<file path="src/rtl/stream_mult_pkg.sv">
// Shared constants and helpers for the stream multiplier pipeline.
package stream_mult_pkg;

  localparam int unsigned STAGES_MIN = 1;
  localparam int unsigned STAGES_MAX = 8;
  localparam int unsigned DEF_A_W    = 16;
  localparam int unsigned DEF_B_W    = 16;

  // Full product width: the product of an a_w-bit and a b_w-bit operand never exceeds a_w+b_w bits.
  function automatic int unsigned prod_w(input int unsigned a_w, input int unsigned b_w);
    return a_w + b_w;
  endfunction

endpackage

</file>
<file path="src/rtl/stream_mult_stage.sv">
// One pipeline register stage: valid bit (async reset) plus data (no reset), loaded when en_i is high.
module stream_mult_stage #(
  parameter int unsigned W = 32
) (
  input  logic         clk,
  input  logic         rst_n,
  input  logic         en_i,
  input  logic         valid_i,
  input  logic [W-1:0] data_i,
  output logic         valid_o,
  output logic [W-1:0] data_o
);

  logic         valid_q, valid_d;
  logic [W-1:0] data_q,  data_d;

  // Load from the previous stage when enabled, otherwise hold.
  always_comb begin
    valid_d = valid_q;
    data_d  = data_q;
    if (en_i) begin
      valid_d = valid_i;
      data_d  = data_i;
    end
  end

  // Valid bit clears immediately on reset so in-flight beats are discarded.
  always_ff @(posedge clk or negedge rst_n) begin
    if (!rst_n) valid_q <= 1'b0;
    else        valid_q <= valid_d;
  end

  // Data needs no reset; a bubble may carry anything.
  always_ff @(posedge clk) begin
    data_q <= data_d;
  end

  assign valid_o = valid_q;
  assign data_o  = data_q;

endmodule

</file>
<file path="src/rtl/stream_mult_pipe.sv">
// Pipelined A x B multiplier with valid/ready flow control, STAGES registers deep.
// Optional build macro STREAM_MULT_XFER_CNT_EN adds a 32-bit output transfer counter (o_xfer_cnt).
module stream_mult_pipe
  import stream_mult_pkg::*;
#(
  parameter int unsigned A_W    = DEF_A_W,
  parameter int unsigned B_W    = DEF_B_W,
  parameter int unsigned STAGES = 3,
  parameter int unsigned SIGNED = 0
) (
  input  logic                   clk,
  input  logic                   reset_n,
  input  logic                   i_valid,
  output logic                   i_ready,
  input  logic [A_W-1:0]         i_payload_a,
  input  logic [B_W-1:0]         i_payload_b,
  output logic                   o_valid,
  input  logic                   o_ready,
  output logic [A_W+B_W-1:0]     o_payload
`ifdef STREAM_MULT_XFER_CNT_EN
  ,
  output logic [31:0]            o_xfer_cnt
`endif
);

  localparam int unsigned P_W = prod_w(A_W, B_W);

  if (STAGES < STAGES_MIN || STAGES > STAGES_MAX) begin : g_bad_stages
    $fatal(1, "stream_mult_pipe: STAGES=%0d outside %0d..%0d", STAGES, STAGES_MIN, STAGES_MAX);
  end

  logic                        stall;
  logic [P_W-1:0]              a_ext, b_ext, prod;
  logic                        s1_valid_q, s1_valid_d;
  logic [P_W-1:0]              s1_data_q,  s1_data_d;
  logic [STAGES-1:0]           vld;
  logic [STAGES-1:0][P_W-1:0]  dat;

  // Whole pipe freezes while the last stage holds an unaccepted product.
  assign stall   = o_valid && !o_ready;
  assign i_ready = !stall;

  // Operands are extended to the full product width (sign- or zero-fill), so the low
  // P_W bits of a single unsigned multiply are exact in both signed and unsigned modes.
  always_comb begin
    a_ext = {{B_W{(SIGNED != 0) && i_payload_a[A_W-1]}}, i_payload_a};
    b_ext = {{A_W{(SIGNED != 0) && i_payload_b[B_W-1]}}, i_payload_b};
    prod  = a_ext * b_ext;
  end

  // Stage 1 next state: capture the incoming beat and its product when not stalled.
  always_comb begin
    s1_valid_d = s1_valid_q;
    s1_data_d  = s1_data_q;
    if (!stall) begin
      s1_valid_d = i_valid;
      s1_data_d  = prod;
    end
  end

  // Stage 1 valid register with asynchronous discard.
  always_ff @(posedge clk or negedge reset_n) begin
    if (!reset_n) s1_valid_q <= 1'b0;
    else          s1_valid_q <= s1_valid_d;
  end

  // Stage 1 product register.
  always_ff @(posedge clk) begin
    s1_data_q <= s1_data_d;
  end

  assign vld[0] = s1_valid_q;
  assign dat[0] = s1_data_q;

  for (genvar k = 1; k < STAGES; k++) begin : g_stage
    stream_mult_stage #(.W(P_W)) u_stage (
      .clk     (clk),
      .rst_n   (reset_n),
      .en_i    (!stall),
      .valid_i (vld[k-1]),
      .data_i  (dat[k-1]),
      .valid_o (vld[k]),
      .data_o  (dat[k])
    );
  end

  assign o_valid   = vld[STAGES-1];
  assign o_payload = dat[STAGES-1];

`ifdef STREAM_MULT_XFER_CNT_EN
  logic [31:0] xfer_cnt_q, xfer_cnt_d;

  // Count completed output transfers, wrapping naturally at 2^32.
  always_comb begin
    xfer_cnt_d = xfer_cnt_q;
    if (o_valid && o_ready) xfer_cnt_d = xfer_cnt_q + 32'd1;
  end

  // Transfer counter register.
  always_ff @(posedge clk or negedge reset_n) begin
    if (!reset_n) xfer_cnt_q <= '0;
    else          xfer_cnt_q <= xfer_cnt_d;
  end

  assign o_xfer_cnt = xfer_cnt_q;
`endif

endmodule
</file>
<file path="config.mk">
export PLATFORM = sky130hd
export DESIGN_NAME = stream_mult_pipe
export DESIGN_NICKNAME = d
export VERILOG_FILES = /design/src/rtl/stream_mult_pkg.sv /design/src/rtl/stream_mult_stage.sv /design/src/rtl/stream_mult_pipe.sv
export SDC_FILE = /design/constraint.sdc
export NUM_CORES = 1
export LEC_CHECK = 0
export CORE_ASPECT_RATIO = 1.4
export CORE_UTILIZATION = 40
export CTS_CLUSTER_SIZE = 16
export DETAILED_ROUTE_END_ITERATION = 8
export PLACE_DENSITY_LB_ADDON = 0.15
export SLEW_MARGIN = 10
export SYNTH_ARGS = -nofsm -noshare
export SYNTH_HDL_FRONTEND = slang
export SYNTH_SLANG_ARGS = --single-unit
export TNS_END_PERCENT = 20
</file>
<file path="constraint.sdc">
create_clock -name clk -period 7.1 [get_ports clk]
set_clock_uncertainty 0.15 [all_clocks]
set_input_delay 1.42 -clock clk [delete_from_list [all_inputs] [get_ports clk]]
set_output_delay 1.42 -clock clk [all_outputs]
set_load 0.05 [all_outputs]
</file>
==> impl_metrics.sql <==
INSERT INTO impl_metrics (metric_group, metric, value, unit) VALUES
('synth', 'netlist_area', '11800', 'um2'),
('worst_setup_path', 'cp_cell_sequence', 'clkdlybuf4s50_1, buf_12, nand2_1, fa_1, fa_1, inv_1, fa_1, fa_2, fa_1, inv_1, fa_1, inv_1, ha_1, a21oi_2, o21bai_2, a211o_1, a221o_1, a21oi_2, o31ai_2, xnor2_1', ''),
('synth', 'synth.distinct_cells', '47', ''),
('worst_setup_path', 'kind_of_end_point_of_the_critical_path', 'register', ''),
('worst_setup_path', 'timing.critical_path.fanout_max', '9', ''),
('hold_path', 'hold_end', 'g_stage[2].u_stage.data_o[16]$_DFFE_PN_', ''),
('timing', 'rsz_0062_raised_after_global_routing', 'true', ''),
('worst_setup_path', 'crit_top_cell', 'sky130_fd_sc_hd__fa_1', ''),
('cells_and_area', 'n_fill_cell', '2714', ''),
('floorplan', 'floorplan_die_height', '206', 'um'),
('floorplan', 'floorplan.core_area', '29200', 'um2'),
('synth', 'ys.warnings.count', '0', ''),
('hold_path', 'min-delay-path-class', 'reg2reg', ''),
('worst_setup_path', 'critPathTopFamily', 'adder cells', ''),
('timing', 'final.period_utilization', '0.979', ''),
('timing', 'maxSlewViolCount', '0', ''),
('cts', 'buffer_cell_driving_the_clock_tree_root', 'sky130_fd_sc_hd__clkbuf_16', ''),
('synth', 'ys_dominant_reg_cell', 'sky130_fd_sc_hd__edfxtp_1', ''),
('synth', 'synth.top_cell.area_share', '0.328', ''),
('cts', 'cts_hold_buffers', '0', ''),
('worst_setup_path', 'crit_type', 'in2reg', ''),
('timing', 'maxSlewHeadroom', '0.555', ''),
('routing', 'routed_length_per_instance', '14.2', 'um'),
('status', 'status', 'completed', ''),
('timing', 'timing.final.ws_setup', '151', 'ps'),
('worst_setup_path', 'worst_path_largest_cell_delay', '570', 'ps'),
('global_route', 'grt_pass1_vias', '8278', ''),
('place', 'port_buffers', '69', ''),
('global_route', 'number_of_antenna_violations_at_the_first_check_in_global_routing', '0', ''),
('worst_setup_path', 'r2r_setup_slack', '4920', 'ps'),
('floorplan', 'floorplan.io_pins', '70', ''),
('hold_path', 'hold_path.startpoint', 'g_stage[1].u_stage.data_o[16]$_DFFE_PN_', ''),
('cts', 'cts_max_path_buffers', '2', ''),
('timing', 'setup_viol_count_final', '0', ''),
('routing', 'first_pass_iters', '4', ''),
('worst_setup_path', 'crit-reg2reg-capture', 's1_valid_q$_DFFE_PN0N_', ''),
('hold_path', 'hold-path-cell-count', '0', ''),
('cells_and_area', 'final_net_count', '1639', ''),
('floorplan', 'die_w', '147', 'um'),
('routing', 'vias_per_cell', '4.65', ''),
('synth', 'mappedNetlistNets', '1471', ''),
('cells_and_area', 'layout.cell_area.non_filler', '14400', 'um2'),
('job', 'timing.max_cap.violations', '0', ''),
('cells_and_area', 'antennaDiodeCount', '0', ''),
('place', 'place.detailed.hpwl', '21000', 'um'),
('timing', 'tightest_pin_transition', '665', 'ps'),
('worst_setup_path', 'timing.critical_path.required', '7050', 'ps'),
('synth', 'synth-edff-count', '96', ''),
('floorplan', 'rows', '74', ''),
('routing', 'drt_wl_total', '24000', 'um'),
('synth', 'netlist_top_cells_area', 'sky130_fd_sc_hd__fa_1, sky130_fd_sc_hd__edfxtp_1, sky130_fd_sc_hd__ha_1', ''),
('global_route', 'globalRoute.totalOverflow', '0', ''),
('worst_setup_path', 'crit_path_start', 'i_payload_b[1]', ''),
('routing', 'residual_drc', '0', ''),
('synth', 'avgSynthCellArea', '10.4', 'um2'),
('synth', 'synth_async_sr_flop_share', '0.0303', ''),
('cts', 'clock_pin_slew_of_the_registers_on_the_worst_case_setup_and_hold_paths', '70', 'ps'),
('cells_and_area', 'areaGrowthSynthToFinish', '21.5', '%'),
('synth', 'synth_cells', '1137', ''),
('global_route', 'groute.usage.overall', '0.169', ''),
('floorplan', 'fp.dieArea', '30300', 'um2'),
('worst_setup_path', 'worst_path_max_delay_cell', 'sky130_fd_sc_hd__fa_1', ''),
('timing', 'min_period', '6950', 'ps'),
('worst_setup_path', 'reg2regPathDepth', '3', ''),
('synth', 'synth_seq_area_share', '0.250', ''),
('synth', 'postSynthRegisterBits', '99', ''),
('routing', 'drt.antenna.violating_nets', '0', ''),
('worst_setup_path', 'rr_startpoint', 'g_stage[2].u_stage.valid_o$_DFFE_PN0N_', ''),
('worst_setup_path', 'critPathLaunchType', 'input pin', ''),
('routing', 'number_of_drc_markers_after_the_initial_detailed_route_iteration', '241', ''),
('place', 'routabilityCongestion', '0.860', '');
==> state kept, by name (all words and copies together), names as in the netlist <==
register / flops
g_stage.u_stage.data_o: 64
g_stage.u_stage.valid_o: 2
s1_data_q: 32
s1_valid_q: 1
==> per-layer routing <==
layer  wire [um]  vias up  track usage  share of wire
li1            -     3819            -              -
met1       10400     3864        0.213           0.43
met2       12400      144        0.305           0.52
met3         592       33       0.0106          0.025
met4         571        0       0.0619          0.024
met5           0        -            0              0
==> cell usage in the layout (no fill, tap or decap), drive strengths merged, types with 6 or more instances in the layout <==
cell type      synthesis  final
edfxtp                96     96
xor2                   9      9
a21o                   6      6
nor2                  22     22
fa                   194    194
a211oi                 7      7
nand2                159    159
inv                  225    228
ha                   104    104
and2                 124    124
clkdlybuf4s50          0     54
clkbuf                37      9
dlymetal6s2s           0     15
o21ai                 16     16
buf                   34    159
xnor2                 17     17
nand3                  6      6
a21oi                 27     27
==> synth_stat cells (all sizes together) (7+ instances only) <==
cell type	count
fa	194
and2	124
ha	104
edfxtp	96
nand2	159
a211oi	7
xor2	9
clkbuf	37
a21oi	27
o21ai	16
nor2	22
xnor2	17
buf	34
inv	225
==> metrics by stage <==
stage           util  hold WS (ps)  cells
2_1_floorplan      -           250   1137
3_3_place_gp   0.476           251   1669
3_5_place_dp   0.476           255   1669
4_1_cts        0.486           271   1685
5_1_grt        0.493           272   1690
6_report       0.493           269   1690
==> final cells by class <==
cell class                 count  area share
clock buffer                   9      0.0157
multi-input combinational    742       0.538
timing repair buffer         228       0.144
sequential                    99       0.206
inverter                     225      0.0587
tap                          380      0.0331
clock inverter                 7     0.00487
==> logic make-up after synthesis <==
kind of cell               after synthesis  share of synthesized area
AOI/OAI and AO/OA                       79                     0.0462
xor gates and xnor gates                26                     0.0192
adders and majority gates              298                      0.438
buffers and inverters                  296                      0.105
DFF                                     99                      0.250
muxes                                    3                    0.00275
and+or+nand+nor                        336                      0.139
==> how the worst max path moves through the flow <==
| stage | to | slack, ps | depth (start not counted) |
|---|---|---|---|
| 2_1_floorplan | s1_data_q[31]$_DFFE_PN_ | 240 | 22 |
| 3_3_place_gp | s1_data_q[31]$_DFFE_PN_ | -250 | 21 |
| 3_5_place_dp | s1_data_q[31]$_DFFE_PN_ | -280 | 21 |
| 4_1_cts | s1_data_q[31]$_DFFE_PN_ | 110 | 21 |
| 5_1_grt | s1_data_q[31]$_DFFE_PN_ | -20 | 19 |
| 6_report | s1_data_q[31]$_DFFE_PN_ | 150 | 20 |
==> timing repair <==
action / CTS / global route
setup endpoints to repair: 0 / 10
resized for setup: 0 / 49
buffers inserted: 0 / 5
Power is not shown: default switching activity piles up to over one toggle a cycle in this logic, so the estimate is an artifact.
